$ cat src/rtl/branch_resolver_pkg.sv
// Shared branch-type encodings, resolver state enum and decision helpers.
package branch_resolver_pkg;

    localparam logic [2:0] F3_BEQ  = 3'b000;
    localparam logic [2:0] F3_BNE  = 3'b001;
    localparam logic [2:0] F3_BLT  = 3'b100;
    localparam logic [2:0] F3_BGE  = 3'b101;
    localparam logic [2:0] F3_BLTU = 3'b110;
    localparam logic [2:0] F3_BGEU = 3'b111;

    typedef enum logic [1:0] {
        IDLE = 2'd0,
        SCAN = 2'd1,
        DONE = 2'd2
    } resolverState_t;

    // 010 and 011 are the only encodings with no branch meaning.
    function automatic logic isIllegal(input logic [2:0] f3);
        return f3[2:1] == 2'b01;
    endfunction

    // BLT/BGE compare as two's complement; everything else compares unsigned.
    function automatic logic isSigned(input logic [2:0] f3);
        return f3[2:1] == 2'b10;
    endfunction

    function automatic logic branchTaken(input logic [2:0] f3, input logic eq, input logic lt);
        logic t;
        t = 1'b0;
        case (f3)
            F3_BEQ:           t = eq;
            F3_BNE:           t = !eq;
            F3_BLT, F3_BLTU:  t = lt;
            F3_BGE, F3_BGEU:  t = !lt;
            default:          t = 1'b0;
        endcase
        return t;
    endfunction

endpackage

$ cat src/rtl/branch_resolver_digit_cmp.sv
// Unsigned magnitude compare of one DIGIT-wide slice.
//   a, b : digit of operand A and B
//   eq   : a == b
//   lt   : a <  b
module branch_digit_cmp #(
    parameter int unsigned DIGIT = 4
) (
    input  logic [DIGIT-1:0] a,
    input  logic [DIGIT-1:0] b,
    output logic             eq,
    output logic             lt
);

    assign eq = (a == b);
    assign lt = (a <  b);

endmodule

$ cat src/rtl/branch_resolver.sv
// Multi-cycle branch resolver: compares rs1/rs2 one digit per cycle, MSB
// digit first, stopping at the first differing digit.
//   clk, rst             : clock, synchronous active-high reset
//   in_valid / in_ready  : request handshake (ready only when idle)
//   funct3, rs1_data, rs2_data, pc, imm : branch request
//   out_valid / out_ready: result handshake (valid only when done)
//   br_eq, br_lt, taken, illegal, target : registered result
module branch_resolver
    import branch_resolver_pkg::*;
#(
    parameter int unsigned XLEN  = 32,
    parameter int unsigned DIGIT = 4
) (
    input  logic            clk,
    input  logic            rst,
    input  logic            in_valid,
    output logic            in_ready,
    input  logic [2:0]      funct3,
    input  logic [XLEN-1:0] rs1_data,
    input  logic [XLEN-1:0] rs2_data,
    input  logic [XLEN-1:0] pc,
    input  logic [XLEN-1:0] imm,
    output logic            out_valid,
    input  logic            out_ready,
    output logic            br_eq,
    output logic            br_lt,
    output logic            taken,
    output logic            illegal,
    output logic [XLEN-1:0] target
);

    localparam int unsigned NDIG = XLEN / DIGIT;
    localparam int unsigned KW   = (NDIG > 1) ? $clog2(NDIG) : 1;
    localparam logic [KW-1:0] K_TOP = KW'(NDIG - 1);

    resolverState_t  stateQ, stateD;
    logic [KW-1:0]   kQ, kD;
    logic [2:0]      f3Q, f3D;
    logic [XLEN-1:0] aQ, aD, bQ, bD, targetQ, targetD;
    logic            eqQ, eqD, ltQ, ltD, takenQ, takenD, illegalQ, illegalD;

    logic [DIGIT-1:0] digitA, digitB;
    logic             digitEq, digitLt, signDiffer;

    // Single comparator shared across digits, selected by k.
    assign digitA = aQ[32'(kQ) * DIGIT +: DIGIT];
    assign digitB = bQ[32'(kQ) * DIGIT +: DIGIT];

    branch_digit_cmp #(.DIGIT(DIGIT)) uDigitCmp (
        .a  (digitA),
        .b  (digitB),
        .eq (digitEq),
        .lt (digitLt)
    );

    // Differing signs decide a signed compare outright; this holds from the
    // first SCAN cycle, so it always resolves there.
    assign signDiffer = isSigned(f3Q) && (aQ[XLEN-1] != bQ[XLEN-1]);

    // Next-state and result logic.
    always_comb begin
        stateD   = stateQ;
        kD       = kQ;
        f3D      = f3Q;
        aD       = aQ;
        bD       = bQ;
        targetD  = targetQ;
        eqD      = eqQ;
        ltD      = ltQ;
        takenD   = takenQ;
        illegalD = illegalQ;
        case (stateQ)
            IDLE: begin
                if (in_valid) begin
                    f3D      = funct3;
                    aD       = rs1_data;
                    bD       = rs2_data;
                    targetD  = pc + imm;
                    kD       = K_TOP;
                    eqD      = 1'b0;
                    ltD      = 1'b0;
                    takenD   = 1'b0;
                    illegalD = isIllegal(funct3);
                    stateD   = isIllegal(funct3) ? DONE : SCAN;
                end
            end
            SCAN: begin
                if (signDiffer) begin
                    eqD    = 1'b0;
                    ltD    = aQ[XLEN-1];
                    takenD = branchTaken(f3Q, 1'b0, aQ[XLEN-1]);
                    stateD = DONE;
                end else if (!digitEq) begin
                    eqD    = 1'b0;
                    ltD    = digitLt;
                    takenD = branchTaken(f3Q, 1'b0, digitLt);
                    stateD = DONE;
                end else if (kQ == '0) begin
                    eqD    = 1'b1;
                    ltD    = 1'b0;
                    takenD = branchTaken(f3Q, 1'b1, 1'b0);
                    stateD = DONE;
                end else begin
                    kD = kQ - KW'(1);
                end
            end
            DONE: begin
                if (out_ready) begin
                    stateD = IDLE;
                end
            end
            default: stateD = IDLE;
        endcase
    end

    // State and result registers.
    always_ff @(posedge clk) begin
        if (rst) begin
            stateQ   <= IDLE;
            kQ       <= K_TOP;
            f3Q      <= '0;
            aQ       <= '0;
            bQ       <= '0;
            targetQ  <= '0;
            eqQ      <= 1'b0;
            ltQ      <= 1'b0;
            takenQ   <= 1'b0;
            illegalQ <= 1'b0;
        end else begin
            stateQ   <= stateD;
            kQ       <= kD;
            f3Q      <= f3D;
            aQ       <= aD;
            bQ       <= bD;
            targetQ  <= targetD;
            eqQ      <= eqD;
            ltQ      <= ltD;
            takenQ   <= takenD;
            illegalQ <= illegalD;
        end
    end

    assign in_ready  = (stateQ == IDLE);
    assign out_valid = (stateQ == DONE);
    assign br_eq     = eqQ;
    assign br_lt     = ltQ;
    assign taken     = takenQ;
    assign illegal   = illegalQ;
    assign target    = targetQ;

endmodule

$ cat config.mk
export PLATFORM = sky130hd
export DESIGN_NAME = branch_resolver
export DESIGN_NICKNAME = d
export VERILOG_FILES = /design/src/rtl/branch_resolver_pkg.sv /design/src/rtl/branch_resolver_digit_cmp.sv /design/src/rtl/branch_resolver.sv
export SDC_FILE = /design/constraint.sdc
export NUM_CORES = 1
export LEC_CHECK = 0
export CORE_MARGIN = 1
export CORE_UTILIZATION = 44
export DETAILED_ROUTE_END_ITERATION = 12
export GPL_TIMING_DRIVEN = 0
export MAX_ROUTING_LAYER = met4
export PLACE_DENSITY = 0.79
export SKIP_CTS_REPAIR_TIMING = 1
export SLEW_MARGIN = 25
export SYNTH_ARGS = -nofsm -noshare
export SYNTH_HDL_FRONTEND = slang
export SYNTH_HIERARCHICAL = 1
export SYNTH_SLANG_ARGS = --single-unit
$ cat constraint.sdc
create_clock -name clk -period 6.1 [get_ports clk]
set_clock_uncertainty 0.1 [all_clocks]
set_input_delay 1.22 -clock clk [delete_from_list [all_inputs] [get_ports clk]]
set_output_delay 1.22 -clock clk [all_outputs]
set_load 0.005 [all_outputs]
==> impl_metrics.env <==
export IMPL_die_area_um2=15000
export IMPL_place_worst_setup_slack_ns=1.95
export IMPL_wl_per_cell_um=15.9
export IMPL_cts_root_buf="clkbuf_16"
export IMPL_htree_num_levels=3
export IMPL_rows=43
export IMPL_initialDrtViolationCount=457
export IMPL_die_x_um=122
export IMPL_postLayoutCellArea_um2=8600
export IMPL_status="finished, final reports clean"
export IMPL_grt_max_degree=17
export IMPL_insertedDiodeCount=0
export IMPL_finalNonFillerCells=1171
export IMPL_p_int_mw=1.37
export IMPL_drv_slew=0
export IMPL_setup_viol=0
export IMPL_tightest_slew_ns=0.940
export IMPL_synth_area_leader_cell="dfxtp_1"
export IMPL_p_comb_share_pct=31.5
export IMPL_switching_share_pct=31.3
export IMPL_cts_buffers=9
export IMPL_dpl_hpwl_um=14400
export IMPL_ys_types=70
export IMPL_crit_required_ns=6.28
export IMPL_drt_total_wl_um=18600
export IMPL_die_y_um=122
export IMPL_area_growth_pct=34.6
export IMPL_vias_per_cell=5.54
export IMPL_p_leak_nw=3.39
export IMPL_nFillCells=1227
export IMPL_end_kind="flip-flop"
export IMPL_synth_top_area_share_pct=33.8
export IMPL_switchingPower_uw=623
export IMPL_initial_utilization_pct=45.5
export IMPL_grt_util_all_layers_pct=26.2
export IMPL_clk_pin_slew_ns=0.07
export IMPL_synth_edf_count=0
export IMPL_nets=1159
export IMPL_core_area_um2=14000
export IMPL_whs_ns=0.356
export IMPL_critPathMaxFanout=10
export IMPL_ant_nets=0
export IMPL_synth_seq_cells=108
export IMPL_min_period_ns=3.95
export IMPL_pin_count=173
export IMPL_grt_overflow=0
export IMPL_antenna_found_initial=0
export IMPL_syn_area_per_cell_um2=7.95
export IMPL_synth_fp_nets=977
export IMPL_grt_pass1_wl_um=29400
export IMPL_p_seq_share_pct=40.9
export IMPL_firstDrtPassIters=5
export IMPL_layout_drive_gt1_share_pct=6.56
export IMPL_startpoint_type="flip-flop"
export IMPL_power_total_mw=1.99
export IMPL_hold_violations=0
export IMPL_post_route_period_util_pct=64.7
export IMPL_fin_setup_tns_ns=0
export IMPL_gp_congestion=0.909
export IMPL_crit_arrival_ns=4.13
export IMPL_rsz0062_at_grt="false"
export IMPL_clk_path_buf_depth=2
export IMPL_hold_class="flip-flop to flip-flop"
export IMPL_async_flop_share_pct=0
export IMPL_first_global_vias=5973
export IMPL_insertion_delay_ns=0.36
export IMPL_relSlewSlack_pct=37.1
export IMPL_place_area_um2=8330
export IMPL_clkPwrFrac_pct=27.6
export IMPL_yosys_warnings=6
export IMPL_synth_area_um2=6390
export IMPL_synth_cells=804
export IMPL_cap_violations=0
export IMPL_final_util_pct=61.2
export IMPL_crit_type="flip-flop to flip-flop"
export IMPL_fmax_mhz=253
export IMPL_synth_top_flop_cell="dfxtp_1"
export IMPL_vdd_drop_max_mv=0.154
export IMPL_cts_tree="done"
export IMPL_fin_ws_ns=2.15
export IMPL_seq_area_frac_synth_pct=33.8
export IMPL_vias=6488
export IMPL_portBuffers=171
export IMPL_place_inst=1155
export IMPL_drcViolationCount=0
export IMPL_power_density_nw_per_um2=231
export IMPL_numClockSinks=108
export IMPL_ys_top_cells_by_area="dfxtp_1 (34%), nand2_1 (13%), a21oi_1 (8.7%)"
## final timing paths
path,slack (ns),from,end,cells past startpoint
worst max-delay path,2.15,kQ[0]$_SDFFE_PP1P_,taken$_SDFFE_PP0P_,15
worst min-delay path,0.36,aQ[8]$_SDFFE_PP0P_,aQ[8]$_SDFFE_PP0P_,2
worst min register to register,0.36,aQ[8]$_SDFFE_PP0P_,aQ[8]$_SDFFE_PP0P_,2
worst max register to register,2.15,kQ[0]$_SDFFE_PP1P_,taken$_SDFFE_PP0P_,15
## cells by family (layout without fill, tap and decap cells)
logic type	Yosys count	count (layout)	share of synthesized area, %
adder cells (fa/ha/maj)	38	38	7.56
multiplexers	18	18	5.95
XOR/XNOR	16	16	2.19
AO/OA/AOI/OAI	237	237	24.8
flip-flops	108	108	33.8
AND/OR/NAND/NOR	325	325	21.8
buffers and inverters	62	249	3.88
## final cells by class
class	count	area, um^2	area share [%]
Multi-Input combinational cell	634	3980	46.3
Tap cell	180	225	2.62
Inverter	15	56.3	0.655
Clock inverter	3	22.5	0.262
Timing Repair Buffer	171	1710	19.9
Sequential cell	108	2160	25.1
Buffer	47	191	2.23
Clock buffer	13	250	2.91
## Yosys cell counts, types with 5 or more instances
| library cell | n |
|---|---|
| dfxtp_1 | 108 |
| clkbuf_1 | 36 |
| buf_2 | 9 |
| xnor2_1 | 10 |
| nand4_1 | 9 |
| a211oi_1 | 8 |
| a21oi_1 | 111 |
| o21ai_0 | 23 |
| a21oi_2 | 6 |
| o21a_1 | 5 |
| and3_1 | 9 |
| inv_1 | 14 |
| a211o_1 | 5 |
| ha_1 | 37 |
| nor2_1 | 36 |
| nand3_1 | 14 |
| nand2_1 | 217 |
| o211ai_1 | 7 |
| a21o_1 | 15 |
| nor2b_1 | 7 |
| o21ai_1 | 8 |
| xor2_1 | 6 |
| mux4_2 | 16 |
| nor3_1 | 10 |
## power by group through the flow
| stage | Combinational (mW) | Sequential [mW] | Clock, mW |
|---|---|---|---|
| final | 0.626 | 0.813 | 0.550 |
| after global routing | 0.687 | 0.820 | 0.592 |
| after CTS | 0.623 | 0.812 | 0.557 |
| after detailed placement | 0.619 | 0.828 | 0 |
| after global placement | 0.611 | 0.826 | 0 |
| after floorplan | 0.370 | 0.817 | 0 |
## worst max-delay path, cell delays in order, from the launching register on
cell and delay (ns):
dfxtp_1 0.31, clkbuf_1 0.54, buf_2 0.46, mux4_2 0.57
nand2_1 0.08, nand2_1 0.07, ha_1 0.33, a21oi_1 0.17
o21a_1 0.13, nor2b_1 0.24, o21ai_0 0.14, a211oi_1 0.25
o21ai_0 0.11, o31ai_1 0.10, nand4_1 0.14, a21oi_1 0.13
## cell usage in the layout (no fill, tap or decap), drive strengths merged, types with 5 or more instances in the layout
cell type	n
clkbuf	49
nor3	10
buf	11
o211ai	7
nand2	217
nand3	14
xnor2	10
xor2	6
a211oi	12
o21ai	31
inv	14
o21a	5
a211o	5
a21oi	119
ha	37
o31ai	5
dfxtp	108
mux4	16
nor2b	7
nand4	10
and3	9
a21o	16
nor2	36
clkdlybuf4s50	171
## state kept, by name, indices dropped and copies added, names as in the netlist
signal and cells:
kQ 3, stateQ 2, illegal 1, br_eq 1, bQ 32, f3Q 3
taken 1, target 32, br_lt 1, aQ 32
## metal layers
layer	wire, um	up-vias	track usage (%)
li1	-	3214	-
met1	8260	3020	33.8
met2	8610	226	41.0
met3	1390	28	5.30
met4	370	0	8.31
met5	0	-	-
(Power assumes the default switching activity.)
